File: config.mk
export PLATFORM = sky130hd
export DESIGN_NAME = mdu_flat
export DESIGN_NICKNAME = d
export VERILOG_FILES = /design/src/rtl/mdu_if.sv /design/src/rtl/mdu.sv /design/src/flat_wrapper.sv
export SDC_FILE = /design/constraint.sdc
export NUM_CORES = 1
export LEC_CHECK = 0
export ABC_AREA = 1
export CORE_MARGIN = 4
export CORE_UTILIZATION = 26
export CTS_CLUSTER_DIAMETER = 50
export DETAILED_ROUTE_END_ITERATION = 10
export PLACE_DENSITY_LB_ADDON = 0.2
export SYNTH_ARGS = -nofsm -noshare
export SYNTH_HDL_FRONTEND = slang
export SYNTH_SLANG_ARGS = --single-unit
File: constraint.sdc
create_clock -name clk -period 6.8 [get_ports clk]
set_input_delay 1.36 -clock clk [delete_from_list [all_inputs] [get_ports clk]]
set_output_delay 1.36 -clock clk [all_outputs]
set_load 0.1 [all_outputs]
File: src/rtl/mdu_if.sv
// Handshake and operand bundle between the execute stage and the multiply/divide unit.
interface mdu_if;
  logic [31:0] srca;
  logic [31:0] srcb;
  logic [2:0]  mdop;
  logic        start;
  logic        busy;
  logic        done;
  logic [31:0] hi;
  logic [31:0] lo;

  modport master (
    output srca, srcb, mdop, start,
    input  busy, done, hi, lo
  );

  modport slave (
    input  srca, srcb, mdop, start,
    output busy, done, hi, lo
  );
endinterface

File: src/rtl/mdu.sv
// Iterative MULT/MULTU/DIV/DIVU unit with architectural HI/LO registers.
// One shift-add or restoring shift-subtract step per cycle, then a sign-fix cycle.
module mdu (
  input logic   clk,
  input logic   reset,
  mdu_if.slave  bus
);

  localparam logic [2:0] OP_MULT  = 3'b001;
  localparam logic [2:0] OP_MULTU = 3'b010;
  localparam logic [2:0] OP_DIV   = 3'b011;
  localparam logic [2:0] OP_DIVU  = 3'b100;
  localparam logic [2:0] OP_MTHI  = 3'b101;
  localparam logic [2:0] OP_MTLO  = 3'b110;

  typedef enum logic [1:0] {S_IDLE, S_MUL, S_DIV, S_FIX} state_e;

  state_e      state_q;
  logic [4:0]  cnt_q;
  logic [31:0] op_q;
  logic [63:0] acc_q;
  logic        sign_q;
  logic        rsign_q;
  logic        is_div_q;
  logic        dz_q;
  logic [31:0] hi_q;
  logic [31:0] lo_q;
  logic        busy_q;
  logic        done_q;

  logic        signed_op_s;
  logic [31:0] a_mag_s;
  logic [31:0] b_mag_s;
  logic [32:0] mul_sum_s;
  logic [32:0] div_rem_s;
  logic [32:0] div_diff_s;
  logic [63:0] mul_step_d;
  logic [63:0] div_step_d;
  logic [63:0] prod_neg_s;
  logic [31:0] quo_neg_s;
  logic [31:0] rem_neg_s;
  logic [31:0] fix_hi_d;
  logic [31:0] fix_lo_d;

  // Operand magnitudes and one datapath step for each iterative op.
  always_comb begin
    signed_op_s = (bus.mdop == OP_MULT) || (bus.mdop == OP_DIV);
    a_mag_s     = (signed_op_s && bus.srca[31]) ? (32'd0 - bus.srca) : bus.srca;
    b_mag_s     = (signed_op_s && bus.srcb[31]) ? (32'd0 - bus.srcb) : bus.srcb;

    // Multiplier sits in acc low half and is consumed LSB-first as the product shifts in.
    mul_sum_s  = {1'b0, acc_q[63:32]} + (acc_q[0] ? {1'b0, op_q} : 33'd0);
    mul_step_d = {mul_sum_s, acc_q[31:1]};

    div_rem_s  = {acc_q[63:32], acc_q[31]};
    div_diff_s = div_rem_s - {1'b0, op_q};
    if (div_rem_s >= {1'b0, op_q}) begin
      div_step_d = {div_diff_s[31:0], acc_q[30:0], 1'b1};
    end else begin
      div_step_d = {div_rem_s[31:0], acc_q[30:0], 1'b0};
    end
  end

  // Sign correction applied on the FIX edge; a zero divisor keeps the all-ones quotient.
  always_comb begin
    prod_neg_s = 64'd0 - acc_q;
    quo_neg_s  = 32'd0 - acc_q[31:0];
    rem_neg_s  = 32'd0 - acc_q[63:32];
    if (is_div_q) begin
      fix_lo_d = (sign_q && !dz_q) ? quo_neg_s : acc_q[31:0];
      fix_hi_d = rsign_q ? rem_neg_s : acc_q[63:32];
    end else begin
      fix_lo_d = sign_q ? prod_neg_s[31:0]  : acc_q[31:0];
      fix_hi_d = sign_q ? prod_neg_s[63:32] : acc_q[63:32];
    end
  end

  // Control FSM with registered HI/LO, busy and done.
  always_ff @(posedge clk or posedge reset) begin
    if (reset) begin
      state_q  <= S_IDLE;
      cnt_q    <= 5'd0;
      op_q     <= 32'd0;
      acc_q    <= 64'd0;
      sign_q   <= 1'b0;
      rsign_q  <= 1'b0;
      is_div_q <= 1'b0;
      dz_q     <= 1'b0;
      hi_q     <= 32'd0;
      lo_q     <= 32'd0;
      busy_q   <= 1'b0;
      done_q   <= 1'b0;
    end else begin
      case (state_q)
        S_IDLE: begin
          done_q <= 1'b0;
          if (bus.start) begin
            case (bus.mdop)
              OP_MULT, OP_MULTU: begin
                op_q     <= a_mag_s;
                acc_q    <= {32'd0, b_mag_s};
                sign_q   <= signed_op_s && (bus.srca[31] ^ bus.srcb[31]);
                rsign_q  <= 1'b0;
                is_div_q <= 1'b0;
                dz_q     <= 1'b0;
                cnt_q    <= 5'd0;
                busy_q   <= 1'b1;
                state_q  <= S_MUL;
              end
              OP_DIV, OP_DIVU: begin
                op_q     <= b_mag_s;
                acc_q    <= {32'd0, a_mag_s};
                sign_q   <= signed_op_s && (bus.srca[31] ^ bus.srcb[31]);
                rsign_q  <= signed_op_s && bus.srca[31];
                is_div_q <= 1'b1;
                dz_q     <= (bus.srcb == 32'd0);
                cnt_q    <= 5'd0;
                busy_q   <= 1'b1;
                state_q  <= S_DIV;
              end
              OP_MTHI: hi_q <= bus.srca;
              OP_MTLO: lo_q <= bus.srca;
              default: state_q <= S_IDLE;
            endcase
          end
        end
        S_MUL: begin
          acc_q <= mul_step_d;
          cnt_q <= cnt_q + 5'd1;
          if (cnt_q == 5'd31) begin
            state_q <= S_FIX;
          end
        end
        S_DIV: begin
          acc_q <= div_step_d;
          cnt_q <= cnt_q + 5'd1;
          if (cnt_q == 5'd31) begin
            state_q <= S_FIX;
          end
        end
        S_FIX: begin
          hi_q    <= fix_hi_d;
          lo_q    <= fix_lo_d;
          busy_q  <= 1'b0;
          done_q  <= 1'b1;
          cnt_q   <= 5'd0;
          state_q <= S_IDLE;
        end
        default: begin
          busy_q  <= 1'b0;
          done_q  <= 1'b0;
          state_q <= S_IDLE;
        end
      endcase
    end
  end

  assign bus.busy = busy_q;
  assign bus.done = done_q;
  assign bus.hi   = hi_q;
  assign bus.lo   = lo_q;

endmodule

File: src/flat_wrapper.sv
// flat-port wrapper written by rule: the top's interface ports become plain ports
module mdu_flat 
  (clk, reset, bus_srca, bus_srcb, bus_mdop, bus_start, bus_busy, bus_done, bus_hi, bus_lo);
  mdu_if bus_i ();
  input logic clk;
  input logic reset;
  input wire logic [$bits(bus_i.srca)-1:0] bus_srca;
  input wire logic [$bits(bus_i.srcb)-1:0] bus_srcb;
  input wire logic [$bits(bus_i.mdop)-1:0] bus_mdop;
  input wire logic [$bits(bus_i.start)-1:0] bus_start;
  output wire logic [$bits(bus_i.busy)-1:0] bus_busy;
  output wire logic [$bits(bus_i.done)-1:0] bus_done;
  output wire logic [$bits(bus_i.hi)-1:0] bus_hi;
  output wire logic [$bits(bus_i.lo)-1:0] bus_lo;
  assign bus_i.srca = bus_srca;
  assign bus_i.srcb = bus_srcb;
  assign bus_i.mdop = bus_mdop;
  assign bus_i.start = bus_start;
  assign bus_busy = bus_i.busy;
  assign bus_done = bus_i.done;
  assign bus_hi = bus_i.hi;
  assign bus_lo = bus_i.lo;
  mdu u_core (.clk(clk), .reset(reset), .bus(bus_i));
endmodule
==> metrics, run 1 <==
Critical Path RT 7.20 ns; Synth Warn # 0; CTS tree done; Hold Fails Final Rpt 0; Hold Path Class reg2reg; WP depth 14; antenna violations before repair 0; Die Y 274 microns; Startpoint Class input port; f_max 0.231 GHz; core footprint 70000 sq um; GPL Wtd Cong 0.944; # diodes 0; Layout area overhead 15.5%; total grt overflow 0; ANT nets after route 0; Skew-Pair Late Insertion Delay 0.48 ns; hold buffers post-CTS 0; Max stage delay cell, worst path nor2_4; # rows 97; clk_skew 0.0137 ns; Max Transition Viols Final 0; layout cells sized above 1 2.87%; ys flop type dfrtp_1; Worst Path Class, Setup in2reg; vias 21400; number of synthesized flops with an enable pin 0; largest net degree at the start of global routing 93; Max FO, Critical Path 67; Final min period 4.33 ns; crit-path cells clkdlybuf4s50_1, inv_2, nand2_2, o21ai_4, buf_4, inv_2, nand2_1, nand2_2, nand2_4, nand2_4, buf_4, nor2_4, o21ai_0, o21ai_1; Worst Path Buf+Inv 5; setup_tns 0 ns; port bufs 135; headroom to the max-slew limit 27.2%; maximum buffer depth of the clock tree 2; slowest stage delay, CP 0.64 ns; Syn Area/Cell 5.76 sq um; wire length per cell 21.4 microns; NumNets Final 3411; most common cell after layout, fill and taps aside nand2_1; DRT iter0 DRCs 2174; Unique masters post-synth 50; Finished Layout Cells 4217; DRC viols 0; status finished clean; min-delay src u_core.bus.lo[1]$_DFFE_PP0P_; Post-Syn Nets 3340; All-Layer GR Usage 23.5%; Clock Pin Slew Worst Setup and Hold Paths 0.09 ns; Async SR Flop Fraction 100%; iteration count of the initial detailed-routing pass 6; Worst R2R Setup Slack 3.23 ns; CTS H-tree depth 4; Max-Cap Viols 0; post-CTS setup buffer count 0; R2R depth 18; post-cts resize count 0; Vias/cell 5.08; Die Span X 274 microns; CTS root buffer clkbuf_16; cells after synthesis 3193; Initial Util 26.3%; final HPWL from detailed placement 73600 microns; most frequent cells in the layout nand2_1, nor2_1, inv_1; Seq/Total Area, Yosys 23.5%; RSZ-0062 raised after global routing no; clock sink total 173; critical path endpoint category register; first-pass GRT wire length 132000 microns; Worst EP arrival 4.74 ns; measured slew at the worst slew-check pin 1.09 ns; cell family with the largest share of critical-path delay buffers and inverters; die area 75000 sq um; Worst Hold Endpoint u_core.bus.lo[1]$_DFFE_PP0P_; routed wire length 90100 microns; Final Cycle Share 63.7%; Worst R2R Start u_core.acc_q[38]$_DFFE_PP0P_; vias in the first global route 20300; Reg-to-Reg End u_core.acc_q[63]$_DFFE_PP0P_; Final setup viols 0; #FFs+latches synth 173; WHS Path Cells 2; dpl cells 4185; io pins 136; area of the mapped netlist 18400 sq um; CTS Buf Count 17
cell usage after synthesis, types with 3 or more instances:
master | number | share of area [%]
clkinv_1 | 3 | 0.061
o221ai_1 | 11 | 0.52
nand2_2 | 3 | 0.10
nand3b_1 | 15 | 0.61
a21oi_1 | 152 | 4.1
o22ai_1 | 34 | 1.2
dfrtp_1 | 173 | 24
nor2_4 | 3 | 0.18
o21ai_1 | 18 | 0.49
nor4_1 | 3 | 0.10
or2_2 | 9 | 0.31
a211oi_1 | 3 | 0.12
o211ai_1 | 35 | 1.4
inv_1 | 426 | 8.7
xnor2_1 | 17 | 0.81
nor2_1 | 441 | 9.0
inv_2 | 10 | 0.20
buf_1 | 10 | 0.20
clkbuf_1 | 56 | 1.1
o21ai_0 | 133 | 3.6
ha_1 | 75 | 5.1
xor2_1 | 52 | 2.5
buf_2 | 22 | 0.60
nor2_2 | 6 | 0.20
nand3_1 | 275 | 7.5
buf_6 | 3 | 0.18
a22oi_1 | 32 | 1.3
nand4_1 | 30 | 1.0
nor3_1 | 32 | 0.87
and2_1 | 4 | 0.14
a31oi_1 | 28 | 0.95
o21bai_1 | 9 | 0.37
nand2_1 | 1036 | 21
buf_4 | 12 | 0.49
flip-flops by register name, indices dropped and copies added (netlist names):
name / count
u_core.dz_q: 1
u_core.op_q: 32
u_core.cnt_q: 5
u_core.state_q: 2
u_core.is_div_q: 1
u_core.bus.hi: 32
u_core.sign_q: 1
u_core.bus.lo: 32
u_core.bus.busy: 1
u_core.bus.done: 1
u_core.acc_q: 64
u_core.rsign_q: 1
worst min-delay path: stages, from the launching register on:
cell and delay (ns):
dfrtp_1 0.35, nand2_1 0.05, nand2_1 0.05
cells by family after synthesis:
kind of cell	count (synthesis)	share of synthesized area [%]
compound gates	468	14.7
xor+xnor	69	3.29
fa+ha+maj	77	5.32
buf+inv	542	11.6
flops	173	23.5
simple gates	1864	41.5
worst max-delay path by stage:
stage,startpoint,end,slack [ns]
after global routing,bus_mdop[1],u_core.acc_q[17]$_DFFE_PP0P_,2.25
after global placement,bus_mdop[1],u_core.acc_q[0]$_DFFE_PP0P_,2.09
after detailed placement,bus_mdop[1],u_core.acc_q[0]$_DFFE_PP0P_,2.03
after CTS,bus_mdop[2],u_core.acc_q[23]$_DFFE_PP0P_,2.55
after floorplan,reset,u_core.acc_q[0]$_DFFE_PP0P_,0.75
final,bus_mdop[2],u_core.acc_q[23]$_DFFE_PP0P_,2.47
area by class of cell:
type | count | area (sq um)
clock buffer | 17 | 425
clock inverter | 15 | 196
fill | 8080 | 48800
inverter | 439 | 1650
multi-input combinational | 2478 | 11900
sequential | 173 | 4330
tap | 940 | 1180
timing repair buffer | 155 | 1510
metrics by stage:
step | utilization (%) | instance area (sq um) | setup WS (ns) | hold slack, ns
after detailed placement | 29.4 | 20600 | 2.03 | 0.465
after floorplan | - | 18400 | 0.752 | 0.459
after CTS | 30.3 | 21200 | 2.55 | 0.487
after global routing | 30.3 | 21200 | 2.25 | 0.518
after global placement | 29.4 | 20600 | 2.09 | 0.467
final | 30.3 | 21200 | 2.47 | 0.484
routing by layer:
metal	vias to the layer above	routed length (microns)	track usage, %
met5	-	0	0
met4	0	3030	7.03
met3	126	5660	2.68
met2	832	42700	39.8
met1	10100	38800	31.4
li1	10400	-	-
Power of run 1 is not shown: default switching activity piles up to over one toggle a cycle in this logic, so the estimate is an artifact.
==> run 2: changes to the inputs <==
==> constraint.sdc (replaced) <==
create_clock -name clk -period 3.65 [get_ports clk]
set_input_delay 0.73 -clock clk [delete_from_list [all_inputs] [get_ports clk]]
set_output_delay 0.73 -clock clk [all_outputs]
set_load 0.1 [all_outputs]
==> run 2 against run 1 <==
Effect of this change: register-to-register slack got worse by 2.8 ns; clock-buffer cell count rose by 3; sequential cell count did not move; hold slack got worse by 0.0015 ns; clock skew rose by 0.0058 ns; critical path depth did not move; cell area rose by 1.9%; first-iteration DRC count rose by 8.8%; die area did not move; global-route usage rose by 1.5 points; worst setup slack got worse by 2.0 ns; sequential share of layout area fell by 0.39 points; critical path type is now reg2reg; critical endpoint is now u_core.acc_q[60]$_DFFE_PP0P_; highest routed layer is now met5.
==> metrics, run 2 (synthesized netlist as in run 1, its figures left out) <==
CTS root buffer clkbuf_16 (unchanged); setup_tns 0 ns (unchanged); first-pass GRT wire length 139000 microns (was 132000 microns); clock sink total 173 (unchanged); port bufs 135 (unchanged); Largest register FFs 64 (unchanged); wire length per cell 22.5 microns (was 21.4 microns); GPL Wtd Cong 0.993 (was 0.944); DRT iter0 DRCs 2365 (was 2174); Max-Cap Viols 0 (unchanged); RSZ-0062 raised after global routing no (unchanged); Skew-Pair Late Insertion Delay 0.48 ns (about the same); Clock power frac 7.8%; Initial Util 26.3% (unchanged); maximum buffer depth of the clock tree 2 (unchanged); NumNets Final 3464 (was 3411); Startpoint Class register (was input port); Max VDD drop 0.537 mV; largest net degree at the start of global routing 86 (was 93); Final min period 3.19 ns; All-Layer GR Usage 25.0% (was 23.5%); measured slew at the worst slew-check pin 1.10 ns (was 1.09 ns); die area 75000 sq um (unchanged); total grt overflow 0 (unchanged); CTS tree done (unchanged); DRC viols 0 (unchanged); headroom to the max-slew limit 26.5% (was 27.2%); Worst Path Class, Setup reg2reg (was in2reg); most common cell after layout, fill and taps aside nand2_1 (unchanged); final HPWL from detailed placement 79800 microns (was 73600 microns); Pwr Total 25.4 mW; filler cell count 8050 (was 8080); register share of total power 15.4%; Final setup viols 0 (unchanged); post-cts resize count 0 (unchanged); Hold Fails Final Rpt 0 (unchanged); vias 21900 (was 21400); final core utilization 30.9% (was 30.3%); status finished clean (unchanged); Layout area overhead 17.7% (was 15.5%); Die Y 274 microns (unchanged); Hold Path Class reg2reg (unchanged); Die Span X 274 microns (unchanged); vias in the first global route 20700 (was 20300); antenna violations before repair 1 (was 0); Max FO, Critical Path 19 (was 67); CTS Buf Count 17 (unchanged); multi-input combinational cell area 11900 sq um (unchanged); clk_skew 0.0195 ns (was 0.0137 ns); Largest Register u_core.acc_q (unchanged); routed wire length 96200 microns (was 90100 microns); post-CTS setup buffer count 0 (unchanged); ANT nets after route 0 (unchanged); switching power 16.2 mW; Worst EP arrival 3.56 ns (was 4.74 ns); Max Transition Viols Final 0 (unchanged); # rows 97 (unchanged); io pins 136 (unchanged); Vias/cell 5.14 (was 5.08); f_max 0.314 GHz; CTS H-tree depth 4 (unchanged); Pwr Density 1170 nW/um^2; Pint 9.24 mW; core footprint 70000 sq um (unchanged); iteration count of the initial detailed-routing pass 6 (unchanged); Net Sw Frac 63.7%; Comb power frac 76.9%; Final Cycle Share 87.3%; layout cells sized above 1 4.47% (was 2.87%); critical path endpoint category register (unchanged); most frequent cells in the layout nand2_1, nor2_1, inv_1 (unchanged); Critical Path RT 4.02 ns (was 7.20 ns); hold buffers post-CTS 0 (unchanged); R2R depth 14 (was 18); register area 4330 sq um (unchanged); Lkg Pwr 11.0 nW; WHS Path Cells 2 (unchanged); Clock Pin Slew Worst Setup and Hold Paths 0.08 ns (was 0.09 ns)
## run 2: cell types whose count changed in the layout (fill, tap and decap cells not counted), sizes merged
cell / change
diode: +1
inv: -3
clkinv: -2
bufinv: +1
buf: +57
clkbuf: +3
clkdlybuf4s50: -4
clkinvlp: +1
## run 2: final cells by class
| type | count | share of cell area (%) |
|---|---|---|
| Antenna cell | 1 | 0.0116 |
| Clock buffer | 20 | 2.06 |
| Clock inverter | 12 | 0.624 |
| Inverter | 439 | 7.63 |
| Multi-Input combinational cell | 2478 | 55.2 |
| Sequential cell | 173 | 20.0 |
| Tap cell | 940 | 5.43 |
| Timing Repair Buffer | 208 | 9.07 |
## run 2: power groups by stage
stage / logic (mW) / registers [mW] / clock network, mW
floorplan: 10.6 / 6.11 / 0
CTS: 19.3 / 3.89 / 2.00
global route: 21.1 / 3.99 / 2.07
detailed placement: 19.2 / 3.92 / 0
global placement: 19.3 / 3.92 / 0
finish: 19.5 / 3.91 / 1.98
## run 2: per-layer routing
| metal | share of wire [%] | wire, microns | vias up | global-route usage [%] |
|---|---|---|---|---|
| met5 | 0.0073 | 7 | - | 0 |
| met4 | 4.1 | 3930 | 2 | 8.87 |
| met3 | 7.6 | 7310 | 167 | 4.38 |
| met2 | 46 | 44200 | 968 | 41.1 |
| met1 | 42 | 40700 | 10300 | 32.8 |
| li1 | - | - | 10500 | - |
## run 2: final timing paths
path                                              start                            end  slack, ns
min in group asynchronous                         reset  u_core.bus.hi[11]$_DFFE_PP0P_       0.76
hold reg to reg            u_core.bus.lo[1]$_DFFE_PP0P_   u_core.bus.lo[1]$_DFFE_PP0P_       0.48
hold / removal             u_core.bus.lo[1]$_DFFE_PP0P_   u_core.bus.lo[1]$_DFFE_PP0P_       0.48
setup / recovery            u_core.acc_q[0]$_DFFE_PP0P_   u_core.acc_q[60]$_DFFE_PP0P_       0.46
max in group asynchronous                         reset   u_core.acc_q[45]$_DFFE_PP0P_       2.20
setup reg to reg            u_core.acc_q[0]$_DFFE_PP0P_   u_core.acc_q[60]$_DFFE_PP0P_       0.46
## run 2: worst max-delay path, cell delays in order (launching register included)
cell and delay (ns):
dfrtp_1 0.86, nand2_1 0.27, inv_1 0.16, ha_1 0.23, nand2_1 0.17, o21ai_0 0.49, a21oi_1 0.08, nand2_1 0.25
nand3_1 0.17, nand2_1 0.09, nand2_1 0.04, nand3_1 0.11, nand2_1 0.07, nand2_1 0.05, nand2_1 0.04
## run 2: stage by stage
step,area [sq um],hold slack [ns],instances,worst slack (ns)
floorplan,18400,0.459,3193,0.709
global placement,21100,0.469,4238,0.155
detailed placement,21100,0.466,4238,0.129
CTS,21600,0.486,4270,0.617
global route,21600,0.519,4270,0.253
finish,21600,0.483,4271,0.464
Note: power is estimated with default switching activity, not from simulation.
==> run 3: changes to the inputs <==
--- a/config.mk
+++ b/config.mk
@@ -5,9 +5,10 @@
 export SDC_FILE = /design/constraint.sdc
 export NUM_CORES = 1
 export LEC_CHECK = 0
-export ABC_AREA = 1
+export ABC_AREA = 0
 export CORE_MARGIN = 4
 export CORE_UTILIZATION = 26
+export CTS_BUF_LIST = sky130_fd_sc_hd__clkbuf_4 sky130_fd_sc_hd__clkbuf_8
 export CTS_CLUSTER_DIAMETER = 50
 export DETAILED_ROUTE_END_ITERATION = 10
 export PLACE_DENSITY_LB_ADDON = 0.2
==> run 3 against run 2 <==
Effect of this change: critical path type unchanged; via count is 29% lower; area after synthesis is 18% lower; routed wire length is 35% lower; non-clock buffer count is 94 higher.
==> metrics, run 3 <==
All-Layer GR Usage 19.4% (was 25.0%); Startpoint Class register (unchanged); xor and xnor area share after synthesis 9.89% (was 3.29%); critical path endpoint category register (unchanged); Final min period 3.45 ns (was 3.19 ns); #FFs+latches synth 173 (unchanged); first-pass GRT wire length 94200 microns (was 139000 microns); layout cells sized above 1 11.2% (was 4.47%); Layout area overhead 24.2% (was 17.7%); Critical Path RT 4.07 ns (was 4.02 ns); Max Transition Viols Final 0 (unchanged); cells after synthesis 2005 (was 3193); multi-input combinational cell area 10200 sq um (was 11900 sq um); largest family of logic cells by synthesized area compound AO/OA/AOI/OAI gates (was simple AND/OR/NAND/NOR gates); Largest register FFs 64 (unchanged); Skew-Pair Late Insertion Delay 0.53 ns (was 0.48 ns); Commonest cells post-synth nor2_1, nand2_1, o21ai_0 (was nand2_1, nor2_1, inv_1); Final Cycle Share 94.5% (was 87.3%); number of synthesized flops with an enable pin 0 (unchanged); ANT nets after route 0 (unchanged); Die Span X 249 microns (was 274 microns); multiplexer share of the synthesized area 2.76% (was 0%); clock sink total 173 (unchanged); register area 4330 sq um (about the same); Max FO, Critical Path 4 (was 19); filler cell count 6181 (was 8050); Finished Layout Cells 2971 (was 4271); Initial Util 26.3% (about the same); headroom to the max-slew limit 23.7% (was 26.5%); CTS Buf Count 17 (unchanged); Post-Syn Nets 2152 (was 3340); dpl cells 2938 (was 4238); ys flop type dfrtp_1 (unchanged); Max VDD drop 0.753 mV (was 0.537 mV); iteration count of the initial detailed-routing pass 5 (was 6); Vias/cell 5.24 (was 5.14); Worst EP arrival 3.87 ns (was 3.56 ns); CTS H-tree depth 4 (unchanged); final HPWL from detailed placement 50100 microns (was 79800 microns); wire length per cell 20.9 microns (was 22.5 microns); most common cell after layout, fill and taps aside nor2_1 (was nand2_1); Final setup viols 0 (unchanged); setup_tns 0 ns (unchanged); maximum buffer depth of the clock tree 2 (unchanged); Synth Area in Compound Gates 27.3% (was 14.7%); Pwr Total 20.5 mW (was 25.4 mW); Async SR Flop Fraction 100% (unchanged); post-synth top area cell dfrtp_1 (unchanged); Post-Synth Simple-Gate Area 20.1% (was 41.5%); CTS root buffer clkbuf_8 (was clkbuf_16); Hold Fails Final Rpt 0 (unchanged); Yosys top cell area share 28.6% (was 23.5%); antenna violations before repair 0 (was 1); Worst Path Class, Setup reg2reg (unchanged); Syn Area/Cell 7.56 sq um (was 5.76 sq um); Synth Warn # 0 (unchanged); Max-Cap Viols 0 (unchanged); NumNets Final 2339 (was 3464); port bufs 135 (unchanged); Clock Pin Slew Worst Setup and Hold Paths 0.10 ns (was 0.08 ns); vias 15600 (was 21900); Largest Register u_core.acc_q (unchanged); status finished clean (unchanged); io pins 136 (unchanged); most frequent cells in the layout nor2_1, nand2_1, o21ai_0 (was nand2_1, nor2_1, inv_1); Synth Area in Adders 6.46% (was 5.32%); CTS tree done (unchanged); largest cells by area after synthesis dfrtp_1, o21ai_0, a21oi_1 (was dfrtp_1, nand2_1, nor2_1); routed wire length 62200 microns (was 96200 microns); hold_ws 0.483 ns (about the same); final core utilization 32.6% (was 30.9%); clk_skew 0.0218 ns (was 0.0195 ns); GPL Wtd Cong 0.930 (was 0.993); Unique masters post-synth 82 (was 50); core footprint 57700 sq um (was 70000 sq um); die area 62200 sq um (was 75000 sq um); Lkg Pwr 8.16 nW (was 11.0 nW); Pwr Density 1090 nW/um^2 (was 1170 nW/um^2); DRT iter0 DRCs 1317 (was 2365); DRC viols 0 (unchanged); # rows 88 (was 97); area of the mapped netlist 15100 sq um (was 18400 sq um); f_max 0.290 GHz (was 0.314 GHz); largest net degree at the start of global routing 69 (was 86); hold buffers post-CTS 0 (unchanged); total grt overflow 0 (unchanged); Hold Path Class reg2reg (unchanged); measured slew at the worst slew-check pin 1.14 ns (was 1.10 ns); vias in the first global route 14900 (was 20700); most frequent cell after synthesis nor2_1 (was nand2_1); Die Y 249 microns (was 274 microns); Seq/Total Area, Yosys 28.6% (was 23.5%)
[run 3: per-layer routing]
metal | wire length [microns] | GRT usage (%) | vias to the layer above
met2 | 27300 | 30.2 | 534
li1 | - | - | 7551
met4 | 2070 | 6.93 | 0
met5 | 0 | 0 | -
met1 | 29400 | 27.7 | 7413
met3 | 3430 | 2.68 | 75
[run 3: logic make-up after synthesis]
logic type / count (synthesis)
DFF: 173
and+or+nand+nor: 663
adders and majority gates: 77
xor gates and xnor gates: 171
AOI/OAI and AO/OA: 682
buffers and inverters: 198
muxes: 41
[run 3: what timing repair did]
action | CTS | global route
hold endpoints to repair | 0 | 0
resized for setup | 0 | 8
endpoints found under the setup margin | 0 | 15
buffers inserted | 0 | 0
[run 3: per-stage QoR]
step | cell area, sq um | setup WS [ns]
global placement | 18400 | -0.238
finish | 18800 | 0.200
detailed placement | 18400 | -0.272
floorplan | 15200 | 0.331
global route | 18800 | -0.0153
CTS | 18800 | 0.120
[run 3: final timing paths]
| check | slack [ns] | depth (start not counted) | endpoint | start |
|---|---|---|---|---|
| max | 0.20 | 14 | u_core.acc_q[51]$_DFFE_PP0P_ | u_core.acc_q[0]$_DFFE_PP0P_ |
| max in group asynchronous | 2.08 | 4 | u_core.acc_q[0]$_DFFE_PP0P_ | reset |
| min in group asynchronous | 0.57 | 2 | u_core.bus.hi[24]$_DFFE_PP0P_ | reset |
| min reg2reg | 0.48 | 2 | u_core.bus.hi[27]$_DFFE_PP0P_ | u_core.bus.hi[27]$_DFFE_PP0P_ |
| max reg2reg | 0.20 | 14 | u_core.acc_q[51]$_DFFE_PP0P_ | u_core.acc_q[0]$_DFFE_PP0P_ |
| min | 0.48 | 2 | u_core.bus.hi[27]$_DFFE_PP0P_ | u_core.bus.hi[27]$_DFFE_PP0P_ |
[run 3: layout make-up]
class	instances	share of cell area, %
timing repair buffer	302	14.4
tap	765	5.09
multi-input combinational	1634	54.0
sequential	173	23.0
antenna	1	0.0133
inverter	64	1.32
clock inverter	13	0.818
clock buffer	19	1.36
[run 3: power by group]
part	switching, mW	leakage [nW]	internal, mW
clock	0.841	0.196	0.649
combinational	10.0	5.79	5.18
sequential	0.983	2.18	2.82
[run 3: critical path: stages (launching register included)]
cell and delay, ns:
dfrtp_2 0.46, and2_1 0.16, ha_1 0.23, fa_1 0.45, a211oi_2 0.23, buf_4 0.14, o21ai_0 0.10, a31oi_1 0.29
o31ai_2 0.14, buf_4 0.17, a311o_1 0.33, nand2_1 0.09, a21oi_1 0.09, xor2_1 0.15, a221o_1 0.32
